[src/rtl/bar_bridge_pkg.sv]
// Purpose: shared constants for the BAR MMIO bridge (register offsets, fixed read values, status bit positions).
// Latency: n/a (declarations only).
// Backpressure: n/a.
package bar_bridge_pkg;

  // The BAR window spans eight 32-bit registers.
  localparam int unsigned WINDOW_BYTES = 32;

  // Byte offsets from the BAR base.
  localparam logic [4:0] OFF_ID          = 5'h00;
  localparam logic [4:0] OFF_GPIO_IN     = 5'h04;
  localparam logic [4:0] OFF_GPIO_OUT    = 5'h08;
  localparam logic [4:0] OFF_IRQ_STATUS  = 5'h0C;
  localparam logic [4:0] OFF_IRQ_MASK    = 5'h10;
  localparam logic [4:0] OFF_TX_DATA     = 5'h14;
  localparam logic [4:0] OFF_FIFO_STATUS = 5'h18;
  localparam logic [4:0] OFF_RX_DATA     = 5'h1C;

  // Fixed read values.
  localparam logic [31:0] ID_VALUE  = 32'hA1B0_0002;
  localparam logic [31:0] ERR_RDATA = 32'hDEADBEEF;

  // FIFO_STATUS bit positions; the level field sits at the bottom of the word.
  localparam int FS_RX_OVR_BIT = 31;
  localparam int FS_FULL_BIT   = 17;
  localparam int FS_EMPTY_BIT  = 16;

  // TX_DATA read word for a popped byte: bit 31 flags that the byte is valid.
  function automatic logic [31:0] tx_word(input logic [7:0] b);
    return {1'b1, 23'b0, b};
  endfunction

endpackage

[src/rtl/bar_sync_fifo.sv]
// Purpose: single-clock FIFO with level count; head is visible combinationally while not empty.
// Latency: a pushed entry is visible at the head one cycle after the push edge.
// Backpressure: push is ignored while full and pop is ignored while empty.
module bar_sync_fifo #(
  parameter int DEPTH = 8,
  parameter int WIDTH = 8
) (
  input  logic                   clock,
  input  logic                   reset,
  input  logic                   push,
  input  logic [WIDTH-1:0]       push_data,
  input  logic                   pop,
  output logic [WIDTH-1:0]       head,
  output logic                   full,
  output logic                   empty,
  output logic [$clog2(DEPTH):0] level
);

  localparam int AW = $clog2(DEPTH);
  localparam logic [AW:0] FULL_LVL = (AW + 1)'(DEPTH);

  logic [WIDTH-1:0] mem_q [DEPTH];
  logic [AW-1:0]    wr_ptr_q, wr_ptr_d;
  logic [AW-1:0]    rd_ptr_q, rd_ptr_d;
  logic [AW:0]      level_q, level_d;
  logic             do_push, do_pop;

  assign full    = (level_q == FULL_LVL);
  assign empty   = (level_q == '0);
  assign level   = level_q;
  assign head    = mem_q[rd_ptr_q];
  assign do_push = push && !full;
  assign do_pop  = pop && !empty;

  // Pointer and level update; pointers wrap naturally since DEPTH is a power of two.
  always_comb begin
    wr_ptr_d = wr_ptr_q;
    rd_ptr_d = rd_ptr_q;
    level_d  = level_q;
    if (do_push) wr_ptr_d = wr_ptr_q + AW'(1);
    if (do_pop)  rd_ptr_d = rd_ptr_q + AW'(1);
    case ({do_push, do_pop})
      2'b10:   level_d = level_q + (AW + 1)'(1);
      2'b01:   level_d = level_q - (AW + 1)'(1);
      default: level_d = level_q;
    endcase
  end

  // Control state; reset empties the FIFO regardless of stored contents.
  always_ff @(posedge clock or posedge reset) begin
    if (reset) begin
      wr_ptr_q <= '0;
      rd_ptr_q <= '0;
      level_q  <= '0;
    end else begin
      wr_ptr_q <= wr_ptr_d;
      rd_ptr_q <= rd_ptr_d;
      level_q  <= level_d;
    end
  end

  // Storage array is data-only and carries no reset.
  always_ff @(posedge clock) begin
    if (do_push) mem_q[wr_ptr_q] <= push_data;
  end

endmodule

[src/rtl/bar_mmio_bridge.sv]
// Purpose: host BAR MMIO register window bridging GPIO, interrupts and a byte channel each way to the SoC.
// Latency: every accepted request gets a one-cycle rsp_valid pulse exactly one cycle after accept.
// Backpressure: req_ready drops while a response is out; SoC TX stalls when the FIFO is full.
module bar_mmio_bridge
  import bar_bridge_pkg::*;
#(
  parameter int          GPIO_W     = 32,
  parameter int          N_IRQ      = 3,
  parameter int          FIFO_DEPTH = 8,
  parameter logic [31:0] BASE_ADDR  = 32'h1000
) (
  input  logic              clock,
  input  logic              reset,
  input  logic              req_valid,
  output logic              req_ready,
  input  logic              req_write,
  input  logic [31:0]       req_addr,
  input  logic [31:0]       req_wdata,
  output logic              rsp_valid,
  output logic [31:0]       rsp_rdata,
  output logic              rsp_err,
  input  logic [GPIO_W-1:0] gpio_out,
  output logic [GPIO_W-1:0] gpio_in,
  input  logic [N_IRQ-1:0]  irq_src,
  output logic              host_irq,
  input  logic              soc_tx_valid,
  output logic              soc_tx_ready,
  input  logic [7:0]        soc_tx_data,
  output logic              soc_rx_valid,
  input  logic              soc_rx_ready,
  output logic [7:0]        soc_rx_data
);

  localparam int LVL_W = $clog2(FIFO_DEPTH) + 1;

  // Response and register state
  logic              rsp_valid_q, rsp_valid_d;
  logic [31:0]       rsp_rdata_q, rsp_rdata_d;
  logic              rsp_err_q, rsp_err_d;
  logic [GPIO_W-1:0] gpio_in_q, gpio_in_d;
  logic [N_IRQ-1:0]  irq_status_q, irq_status_d;
  logic [N_IRQ-1:0]  irq_mask_q, irq_mask_d;
  logic [N_IRQ-1:0]  irq_prev_q, irq_prev_d;
  logic              host_irq_q, host_irq_d;
  logic              rx_vld_q, rx_vld_d;
  logic [7:0]        rx_dat_q, rx_dat_d;
  logic              rx_ovr_q, rx_ovr_d;

  // Decode results
  logic              req_acc;
  logic [31:0]       addr_off;
  logic [4:0]        reg_off;
  logic              addr_ok;
  logic [N_IRQ-1:0]  irq_clr;
  logic [N_IRQ-1:0]  irq_rise;
  logic              tx_pop;
  logic              rx_wr;
  logic              rx_ovr_clr;
  logic [31:0]       fifo_status;

  // FIFO interface
  logic              fifo_push;
  logic [7:0]        fifo_head;
  logic              fifo_full, fifo_empty;
  logic [LVL_W-1:0]  fifo_level;

  assign req_ready = !rsp_valid_q;
  assign req_acc   = req_valid && req_ready;

  // Unsigned subtraction folds "below base" into a large offset, so one compare covers both ends.
  assign addr_off = req_addr - BASE_ADDR;
  assign reg_off  = addr_off[4:0];
  assign addr_ok  = (addr_off < WINDOW_BYTES) && (req_addr[1:0] == 2'b00);

  assign soc_tx_ready = !fifo_full;
  assign fifo_push    = soc_tx_valid && soc_tx_ready;

  bar_sync_fifo #(
    .DEPTH (FIFO_DEPTH),
    .WIDTH (8)
  ) u_fifo (
    .clock     (clock),
    .reset     (reset),
    .push      (fifo_push),
    .push_data (soc_tx_data),
    .pop       (tx_pop),
    .head      (fifo_head),
    .full      (fifo_full),
    .empty     (fifo_empty),
    .level     (fifo_level)
  );

  // Assemble the FIFO_STATUS read word.
  always_comb begin
    fifo_status                = '0;
    fifo_status[FS_RX_OVR_BIT] = rx_ovr_q;
    fifo_status[FS_FULL_BIT]   = fifo_full;
    fifo_status[FS_EMPTY_BIT]  = fifo_empty;
    fifo_status[LVL_W-1:0]     = fifo_level;
  end

  // Request decode: response word plus register side effects for the accepted request.
  always_comb begin
    rsp_valid_d = req_acc;
    rsp_rdata_d = '0;
    rsp_err_d   = 1'b0;
    gpio_in_d   = gpio_in_q;
    irq_mask_d  = irq_mask_q;
    irq_clr     = '0;
    tx_pop      = 1'b0;
    rx_wr       = 1'b0;
    rx_ovr_clr  = 1'b0;
    if (req_acc) begin
      if (!addr_ok) begin
        rsp_err_d   = 1'b1;
        rsp_rdata_d = ERR_RDATA;
      end else if (req_write) begin
        case (reg_off)
          OFF_GPIO_IN:     gpio_in_d  = req_wdata[GPIO_W-1:0];
          OFF_IRQ_STATUS:  irq_clr    = req_wdata[N_IRQ-1:0];
          OFF_IRQ_MASK:    irq_mask_d = req_wdata[N_IRQ-1:0];
          OFF_FIFO_STATUS: rx_ovr_clr = req_wdata[FS_RX_OVR_BIT];
          OFF_RX_DATA: begin
            rx_wr     = 1'b1;
            // A byte still held and not being consumed this cycle is dropped.
            rsp_err_d = rx_vld_q && !soc_rx_ready;
          end
          default: ; // read-only registers ignore writes silently
        endcase
      end else begin
        case (reg_off)
          OFF_ID:          rsp_rdata_d = ID_VALUE;
          OFF_GPIO_IN:     rsp_rdata_d[GPIO_W-1:0] = gpio_in_q;
          OFF_GPIO_OUT:    rsp_rdata_d[GPIO_W-1:0] = gpio_out;
          OFF_IRQ_STATUS:  rsp_rdata_d[N_IRQ-1:0]  = irq_status_q;
          OFF_IRQ_MASK:    rsp_rdata_d[N_IRQ-1:0]  = irq_mask_q;
          OFF_TX_DATA: begin
            // Empty flag is sampled before this cycle's push, so a same-cycle push is not seen.
            if (!fifo_empty) begin
              rsp_rdata_d = tx_word(fifo_head);
              tx_pop      = 1'b1;
            end
          end
          OFF_FIFO_STATUS: rsp_rdata_d = fifo_status;
          default: ; // RX_DATA reads as zero
        endcase
      end
    end
  end

  // Interrupt edge detect, W1C with set priority, and registered masked summary.
  always_comb begin
    irq_prev_d   = irq_src;
    irq_rise     = irq_src & ~irq_prev_q;
    irq_status_d = (irq_status_q & ~irq_clr) | irq_rise;
    host_irq_d   = |(irq_status_q & irq_mask_q);
  end

  // Host-to-SoC holding register: consume on ready, reload on write, flag overrun on drop.
  always_comb begin
    rx_vld_d = rx_vld_q;
    rx_dat_d = rx_dat_q;
    rx_ovr_d = rx_ovr_q;
    if (rx_vld_q && soc_rx_ready) rx_vld_d = 1'b0;
    if (rx_wr) begin
      if (!rx_vld_q || soc_rx_ready) begin
        rx_dat_d = req_wdata[7:0];
        rx_vld_d = 1'b1;
      end else begin
        rx_ovr_d = 1'b1;
      end
    end
    if (rx_ovr_clr) rx_ovr_d = 1'b0;
  end

  // State registers, all cleared asynchronously.
  always_ff @(posedge clock or posedge reset) begin
    if (reset) begin
      rsp_valid_q  <= 1'b0;
      rsp_rdata_q  <= '0;
      rsp_err_q    <= 1'b0;
      gpio_in_q    <= '0;
      irq_status_q <= '0;
      irq_mask_q   <= '0;
      irq_prev_q   <= '0;
      host_irq_q   <= 1'b0;
      rx_vld_q     <= 1'b0;
      rx_dat_q     <= '0;
      rx_ovr_q     <= 1'b0;
    end else begin
      rsp_valid_q  <= rsp_valid_d;
      rsp_rdata_q  <= rsp_rdata_d;
      rsp_err_q    <= rsp_err_d;
      gpio_in_q    <= gpio_in_d;
      irq_status_q <= irq_status_d;
      irq_mask_q   <= irq_mask_d;
      irq_prev_q   <= irq_prev_d;
      host_irq_q   <= host_irq_d;
      rx_vld_q     <= rx_vld_d;
      rx_dat_q     <= rx_dat_d;
      rx_ovr_q     <= rx_ovr_d;
    end
  end

  assign rsp_valid    = rsp_valid_q;
  assign rsp_rdata    = rsp_rdata_q;
  assign rsp_err      = rsp_err_q;
  assign gpio_in      = gpio_in_q;
  assign host_irq     = host_irq_q;
  assign soc_rx_valid = rx_vld_q;
  assign soc_rx_data  = rx_dat_q;

endmodule

[config.mk]
export PLATFORM = sky130hd
export DESIGN_NAME = bar_mmio_bridge
export DESIGN_NICKNAME = d
export VERILOG_FILES = /design/src/rtl/bar_bridge_pkg.sv /design/src/rtl/bar_sync_fifo.sv /design/src/rtl/bar_mmio_bridge.sv
export SDC_FILE = /design/constraint.sdc
export NUM_CORES = 1
export LEC_CHECK = 0
export BUFFER_PORTS_ARGS = -buffer_cell sky130_fd_sc_hd__buf_4
export CORE_MARGIN = 1.5
export CORE_UTILIZATION = 47
export DETAILED_ROUTE_END_ITERATION = 8
export GPL_TIMING_DRIVEN = 0
export PLACE_DENSITY = 0.77
export SETUP_SLACK_MARGIN = 0.05
export SLEW_MARGIN = 20
export SYNTH_ARGS = -nofsm -noshare
export SYNTH_HDL_FRONTEND = slang
export SYNTH_SLANG_ARGS = --single-unit
[constraint.sdc]
create_clock -name clock -period 3.7 [get_ports clock]
set_input_delay 1.11 -clock clock [delete_from_list [all_inputs] [get_ports clock]]
set_output_delay 1.11 -clock clock [all_outputs]
set_load 0.05 [all_outputs]
---- After elaboration in Yosys (flattened, before gate mapping) ----
Memory sizes are Yosys's and may differ from the RTL's.
Cells that the tools add are included.
storage, ports and cells
  logic and storage cells ................. 97
  memory bits (writable) .................. 64
  bits in registers ....................... 96
  memories kept ........................... 1
cells by class
  bitwise gates (word level) .............. 6
  reductions and logical operators ........ 23
  equal/unequal tests ..................... 11
  mux-type cells .......................... 36
  $add $sub $neg .......................... 5
  $lt $le $gt $ge ......................... 1
memories
  name          words  width  read ports  clocked after memory_dff  write ports  line                 RTL
  u_fifo.mem_q  8      8      1           0                         1            bar_sync_fifo.sv:22  logic [WIDTH-1:0] mem_q [DEPTH];
operators by type and width
  operator                                                                       count
  29-bit case mux with 5 select lines                                            1
  32-bit 2-to-1 mux                                                              4
  32-bit by 6-bit less-than comparator with 1-bit output, second input constant  1
  32-bit by 13-bit subtractor with 32-bit output, second input constant          1
  1-bit 2-to-1 mux                                                               25
  3-bit case mux with 7 select lines                                             1
  5-bit equality test, second input constant                                     4
  3-bit 2-to-1 mux                                                               4
  5-bit by 4-bit equality test with 1-bit output, second input constant          2
  3-bit AND                                                                      3
  4-bit case mux with 2 select lines                                             1
  4-bit AND reduction                                                            2
  1-bit logical AND                                                              7
  3-bit by 1-bit adder with 3-bit output, second input constant                  2
  3-bit NOT                                                                      2
  5-bit by 3-bit equality test with 1-bit output, second input constant          1
  1-bit logical NOT                                                              5
  5-bit logical NOT                                                              1
  4-bit by 1-bit adder with 4-bit output, second input constant                  1
  4-bit equality test, second input constant                                     1
  4-bit logical NOT                                                              1
  2-bit AND reduction                                                            2
  2-bit nonzero test                                                             2
  4-bit by 1-bit subtractor with 4-bit output, second input constant             1
  other kinds (7)                                                                7

---- Depth between registers and ports, before layout ----
Gate-level depths: netlist (run 1).
  depth after elaboration ................. 9
  gate-level depth with buffers ........... 12

---- Hierarchy ----
Synthesis (run 1) repeated with hierarchy kept, for this count alone.
second synthesis, totals
  cell total of the unflattened synthesis .. 482
  area, all modules ....................... 7005.5 µm²
by module, submodules not included
  module           area each (µm²)  times used  cells an instance  seq. area each (µm²)
  bar_mmio_bridge  3870.0           1           321                2152.1
  bar_sync_fifo    3135.5           1           161                2172.1

---- Least setup slack after synthesis (run 1) ----
No wires, ideal clock.
  path kind ............................... input to register
  start ................................... input port req_addr[22]
  end ..................................... register u_fifo.level_q[3], in the netlist u_fifo.level[3]
  setup slack ............................. 275 ps
  arrival time ............................ 3299 ps
  stages .................................. 11
  required time ........................... 3575 ps
  path through ............................ or4_4 > nor4_1 > and3_1 > and3_1 > ha_1 > ha_1 > a21o_1 > a21oi_1 > xnor2_1 > nor2_1 > xor2_1
between the ends
  cells in the longest elaborated chain, start to end .. 8
RTL lines
  what                                                                                   line                    RTL
  from (decl)                                                                            bar_mmio_bridge.sv:17   input logic [31:0] req_addr,
  32-bit by 13-bit subtractor with 32-bit output *                                       bar_mmio_bridge.sv:71   assign addr_off = req_addr - BASE_ADDR;
  32-bit by 6-bit less-than comparator with 1-bit output *                               bar_mmio_bridge.sv:73   assign addr_ok = (addr_off < WINDOW_BYTES) && (req_addr[1:0] == 2'b00);
  1-bit logical AND *                                                                    bar_mmio_bridge.sv:73
  1-bit 2-to-1 mux *                                                                     bar_mmio_bridge.sv:114  if (!addr_ok) begin
  1-bit 2-to-1 mux *                                                                     bar_mmio_bridge.sv:113  if (req_acc) begin
  1-bit logical AND *                                                                    bar_sync_fifo.sv:33     assign do_pop = pop && !empty;
  via u_fifo.do_pop                                                                      bar_sync_fifo.sv:26     logic do_push, do_pop;
  2-bit by 1-bit equality test with 1-bit output or 2-bit equality test (tied branches)  bar_sync_fifo.sv:42     case ({do_push, do_pop})
  4-bit case mux with 2 select lines or 2-bit nonzero test (tied branches)               -
  to (signal assigned)                                                                   bar_sync_fifo.sv:58     level_q <= level_d;
  to (decl)                                                                              bar_sync_fifo.sv:25     logic [AW:0] level_q, level_d;
The timed path passes the listed nets; every way through them passes the cells marked *.
A chain may end at the register's enable or synchronous reset.

---- Worst setup path in the final report (run 1) ----
  start ................................... input port req_addr[22]
  end ..................................... register rx_dat_q[7], in the netlist soc_rx_data[7]
between the ends
  cells in the longest elaborated chain, start to end .. 6
RTL lines
  what                                                    line                    RTL
  32-bit by 13-bit subtractor with 32-bit output          bar_mmio_bridge.sv:71
  32-bit by 6-bit less-than comparator with 1-bit output  bar_mmio_bridge.sv:73
  1-bit logical AND                                       bar_mmio_bridge.sv:73
  1-bit 2-to-1 mux                                        bar_mmio_bridge.sv:114
  1-bit 2-to-1 mux                                        bar_mmio_bridge.sv:113
  2-bit AND reduction (no source line)                    -
  to (signal assigned)                                    bar_mmio_bridge.sv:200  rx_dat_q <= rx_dat_d;
  to (decl)                                               bar_mmio_bridge.sv:46   logic [7:0] rx_dat_q, rx_dat_d;
No other way between the ends.

==> out/metrics.cfg, run 1 <==
[synthesis]
ys_ff_latch=160
syn-num-nets=609
synth_top_family_by_area=multiplexers
synth_top_area_share_pct=34.7
synth_area_leader_cell=dfrtp_1
synth-edff-count=64
synth-main-ff-cell=dfrtp_1
synthMuxAreaShare_pct=15.4
synthXorXnorAreaFrac_pct=1.14
synth_compound_area_share_pct=8.18
synth_simple_gate_area_share_pct=8.43
netlist_top_cells_area=dfrtp_1 (35%), edfxtp_1 (28%), mux2_4 (6.5%)
async_flop_share_pct=60.0
ys_types=51
synth_cells=490
synthAdderAreaFrac_pct=1.19
synth.avg_cell_area_um2=14.1
ys_warn_count=0
synth_seq_area_share_pct=62.4
syn_area_um2=6930

[route]
drtIter0Drc=334
drt-vias-per-instance=5.58
first_pass_iters=6
ant_nets=0
drc=0
routed_wl_um=17900
vias=4986
routedWlPerCell_um=20.1

[critical_path]
end_kind=flip-flop
cp_max_fo=8
criticalPathCategory=in -> reg
arrival_ps=3630
cp.required_ps=4010
startpoint_type=input pin

[job]
cap_viol_max_count=0

[cts]
clock_latency_ps=430
cts_root_buffer=clkbuf_16
cts_resized=0
clock_sinks=160
cts_tree=done
clockBufferDepth=2
cts_htree_levels=4
cts.clk_slew.worst_paths_ps=60
cts_hold_buffers=0
cts_buffers=17
post-cts-setup-buffer-count=0

[global_routing]
globalRouteOverflowTotal=0
grt_max_degree=72
grt_pass1_vias=5152
grt_first_pass_wirelength_um=28400
antenna_found_initial=0
grtUsageTotal_pct=23.8

[floorplanning]
die_x_um=124
start_util_pct=47.9
io_pins=191
die_h_um=124
std_cell_rows=44
core_um2=14500
die_area_um2=15500

[sta]
fmax_mhz=301
finalCritPeriodShare_pct=89.8
period_minus_slack_ps=3320
rsz0062_at_grt=false
layout_setup_ws_ps=378
finalClockSkew_ps=8.61
max_slew_margin_pct=37.7
worst_pin_slew_ps=930
final_hold_viol_count=0
slew_viol_final=0
fin_tns_setup_ps=0
finalSetupViolCount=0
hold_slack_ps=507

[final_layout]
layout-drive-gt1-share_pct=41.7
area_growth_pct=32.5
final_area_um2=9190
final_cells=894
fillers=1078
final_common_cell=buf_4
final_cell_mix=buf_4 (187), dfrtp_1 (96), edfxtp_1 (64)
diodes=0
fin_util_pct=63.4
nets=816

[placed_design]
gp_congestion=0.895
dp_hpwl_um=13200
dp_slack_ps=-373
dp.cells=862
portBuffers=187
post_dp_cell_area_um2=8610

[power_and_ir_drop]
max-vdd-ir-drop_mv=0.343
finalPower_mw=4.40
p_leak_nw=4.09
power.density_cell_area_nw_per_um2=479

[hold_path]
hold_class=reg -> reg

[run_status]
outcome=finished clean

## cell usage after synthesis (12+ instances only)
| cell type | count |
|---|---|
| mux4_2 | 12 |
| nand2_1 | 19 |
| mux2i_1 | 13 |
| mux2_2 | 19 |
| edfxtp_1 | 64 |
| mux2_4 | 30 |
| nor2_1 | 28 |
| clkbuf_1 | 15 |
| a22oi_1 | 17 |
| dfrtp_1 | 96 |
| inv_1 | 20 |
| o21ai_0 | 23 |
| a21oi_1 | 18 |
## layer usage
layer	global-route usage, %	share of wire, %
met1	29.0	39
met2	39.8	51
met3	5.63	6.4
met4	11.7	3.6
met5	0	0
## worst paths after layout
kind	start	end	slack [ps]	cells after the start
setup / recovery	req_addr[22]	soc_rx_data[7]	380	6
hold / removal	soc_rx_data[5]	soc_rx_data[5]	510	1
setup reg to reg	u_fifo.rd_ptr_q[0]	rsp_rdata[4]	830	6
hold reg to reg	soc_rx_data[5]	soc_rx_data[5]	510	1
max in group asynchronous	reset	rsp_rdata[5]	2440	3
min in group asynchronous	reset	rsp_rdata[10]	630	2
## final cells by class
cell class,instances,area [µm²],area share [%]
Sequential cell,160,4320,47.1
Multi-Input combinational cell,284,2390,26.0
Timing Repair Buffer,188,1430,15.6
Clock buffer,21,470,5.12
Tap cell,184,230,2.51
Buffer,25,151,1.65
Clock inverter,11,101,1.10
Inverter,21,83.8,0.913
## registers in the layout (all words and copies together) (netlist names)
name	count
rsp_valid	1
irq_mask_q	3
soc_rx_data	8
rsp_err	1
host_irq	1
irq_status_q	3
rx_ovr_q	1
rsp_rdata	32
u_fifo.mem_q	64
u_fifo.rd_ptr_q	3
u_fifo.wr_ptr_q	3
irq_prev_q	3
u_fifo.level	4
gpio_in	32
soc_rx_valid	1
## power by group
group / leakage [nW] / total [mW] / switching (mW) / internal [mW]
logic: 1.96 / 0.603 / 0.365 / 0.237
registers: 1.85 / 2.10 / 0.0867 / 2.02
clock network: 0.281 / 1.70 / 0.713 / 0.984
## worst max-delay path: stages
cell	delay, ps
buf_4	110
or4_4	540
nor4_2	340
nand4_2	270
nor3_2	840
mux2_2	410
## cells by family (layout without fill, tap and decap cells)
group | after synthesis | in the layout
compound gates | 85 | 85
xor+xnor | 9 | 9
fa+ha+maj | 6 | 6
buf+inv | 46 | 266
flops | 160 | 160
mux | 74 | 74
simple gates | 110 | 110
(Power assumes the default switching activity.)
==> inputs of run 2 (changes only) <==
Settings changed: PLACE_DENSITY 0.77 to 0.87.
==> out/metrics.cfg, run 2 (synthesis gave the netlist of run 1 again) <==
[power_and_ir_drop]
p_leak_nw=4.04
power.density_cell_area_nw_per_um2=471
max-vdd-ir-drop_mv=0.278
finalPower_mw=4.31

[floorplanning]
die_h_um=124
die_area_um2=15500
std_cell_rows=44
start_util_pct=47.9
core_um2=14500
io_pins=191
die_x_um=124

[cts]
cts_buffers=17
clock_sinks=160
clock_latency_ps=420
cts_hold_buffers=0
cts_tree=done
cts.clk_slew.worst_paths_ps=60
clockBufferDepth=2
cts_htree_levels=4
cts_root_buffer=clkbuf_16

[placed_design]
dp.cells=862
gp_congestion=0.937
portBuffers=187
dp_hpwl_um=13500

[critical_path]
end_kind=flip-flop
arrival_ps=3790
cp.required_ps=4000
worstReg2RegEnd=u_fifo.level[3]
reg2reg_from=u_fifo.level[3]
r2r_slack_ps=720
criticalPathCategory=in -> reg
cp_max_fo=10
startpoint_type=input pin
r2r_cells=11

[sta]
finalCritPeriodShare_pct=94.3
slew_viol_final=0
max_slew_margin_pct=39.3
fin_tns_setup_ps=0
fmax_mhz=287
worst_pin_slew_ps=906
rsz0062_at_grt=false
finalSetupViolCount=0
period_minus_slack_ps=3490
final_hold_viol_count=0
finalClockSkew_ps=9.05

[hold_path]
hold_start=soc_rx_data[0]
worstHoldPathCells=1
hold-path-endpoint=soc_rx_data[0]
hold_class=reg -> reg

[final_layout]
final_cell_mix=buf_4 (187), dfrtp_1 (96), edfxtp_1 (64)
nets=816
fillers=1065
top_register=u_fifo.mem_q
area_growth_pct=32.0
final_cells=894
final_common_cell=buf_4
diodes=0
largest_reg_flops=64
layout-drive-gt1-share_pct=41.5

[route]
ant_nets=0
drtIter0Drc=400
vias=5110
drt-vias-per-instance=5.72
routed_wl_um=18100
drc=0
routedWlPerCell_um=20.3
first_pass_iters=5

[global_routing]
grt_max_degree=53
grt_pass1_vias=5391
globalRouteOverflowTotal=0
antenna_found_initial=0
grtUsageTotal_pct=23.9
grt_first_pass_wirelength_um=28800

[run_status]
outcome=finished clean

[job]
cap_viol_max_count=0

run 2: changes by cell type in the layout (fill, tap and decap cells not counted), moves of 2 or more:
cell | previous run | this run
clkbuf_8 | 3 | 0
clkinv_2 | 3 | 0
clkinvlp_2 | 0 | 3
clkinvlp_4 | 2 | 5
inv_6 | 5 | 3
run 2: power breakdown:
part / internal, mW / switching (mW)
sequential: 2.02 / 0.0911
clock: 0.864 / 0.722
combinational: 0.241 / 0.378
total: 3.12 / 1.19
run 2: routing by layer:
metal  share of wire, %  GRT usage [%]  up-vias
met5                  0              0        -
met4                4.0           14.1        0
met3                7.2           6.31       57
met2                 50           39.4      265
met1                 38           28.3     2530
li1                   -              -     2258
run 2: layout make-up:
class | instances | area, µm² | share of cell area [%]
Sequential cell | 160 | 4320 | 47.3
Buffer | 25 | 151 | 1.65
Timing Repair Buffer | 188 | 1430 | 15.6
Clock buffer | 18 | 429 | 4.69
Multi-Input combinational cell | 284 | 2390 | 26.1
Inverter | 21 | 81.3 | 0.889
Tap cell | 184 | 230 | 2.52
Clock inverter | 14 | 110 | 1.20
run 2: worst max-delay path, cell delays in order:
cell     delay [ps]
buf_4           130
nor2_2          330
nand2_1         220
nor2_2          450
and3_1          340
ha_1            240
ha_1            250
a21o_1          160
a21oi_1         180
xnor2_1         150
nor2_1           80
xor2_1          140
run 2: worst max path at each step:
stage	from	to	slack, ps
after floorplan	reset	gpio_in[0]	80
after global placement	reset	soc_rx_data[2]	-850
after detailed placement	req_addr[1]	u_fifo.level[3]	-530
after CTS	req_addr[1]	u_fifo.level[3]	130
after global routing	req_addr[1]	u_fifo.level[3]	50
final	req_addr[1]	u_fifo.level[3]	210
run 2: timing repair:
item	CTS	global route
setup endpoints to repair	1	1
endpoints found under the hold margin	0	0
setup buffers	0	0
resized for setup	1	1
run 2: per-stage QoR:
stage / util, % / setup slack, ps / hold WS [ps] / cell area (µm²)
after floorplan: - / 84.6 / 465 / 6930
after global placement: 59.2 / -847 / 494 / 8570
after detailed placement: 59.4 / -526 / 501 / 8600
after CTS: 63.1 / 134 / 519 / 9140
after global routing: 63.2 / 55.0 / 537 / 9150
final: 63.2 / 210 / 514 / 9150
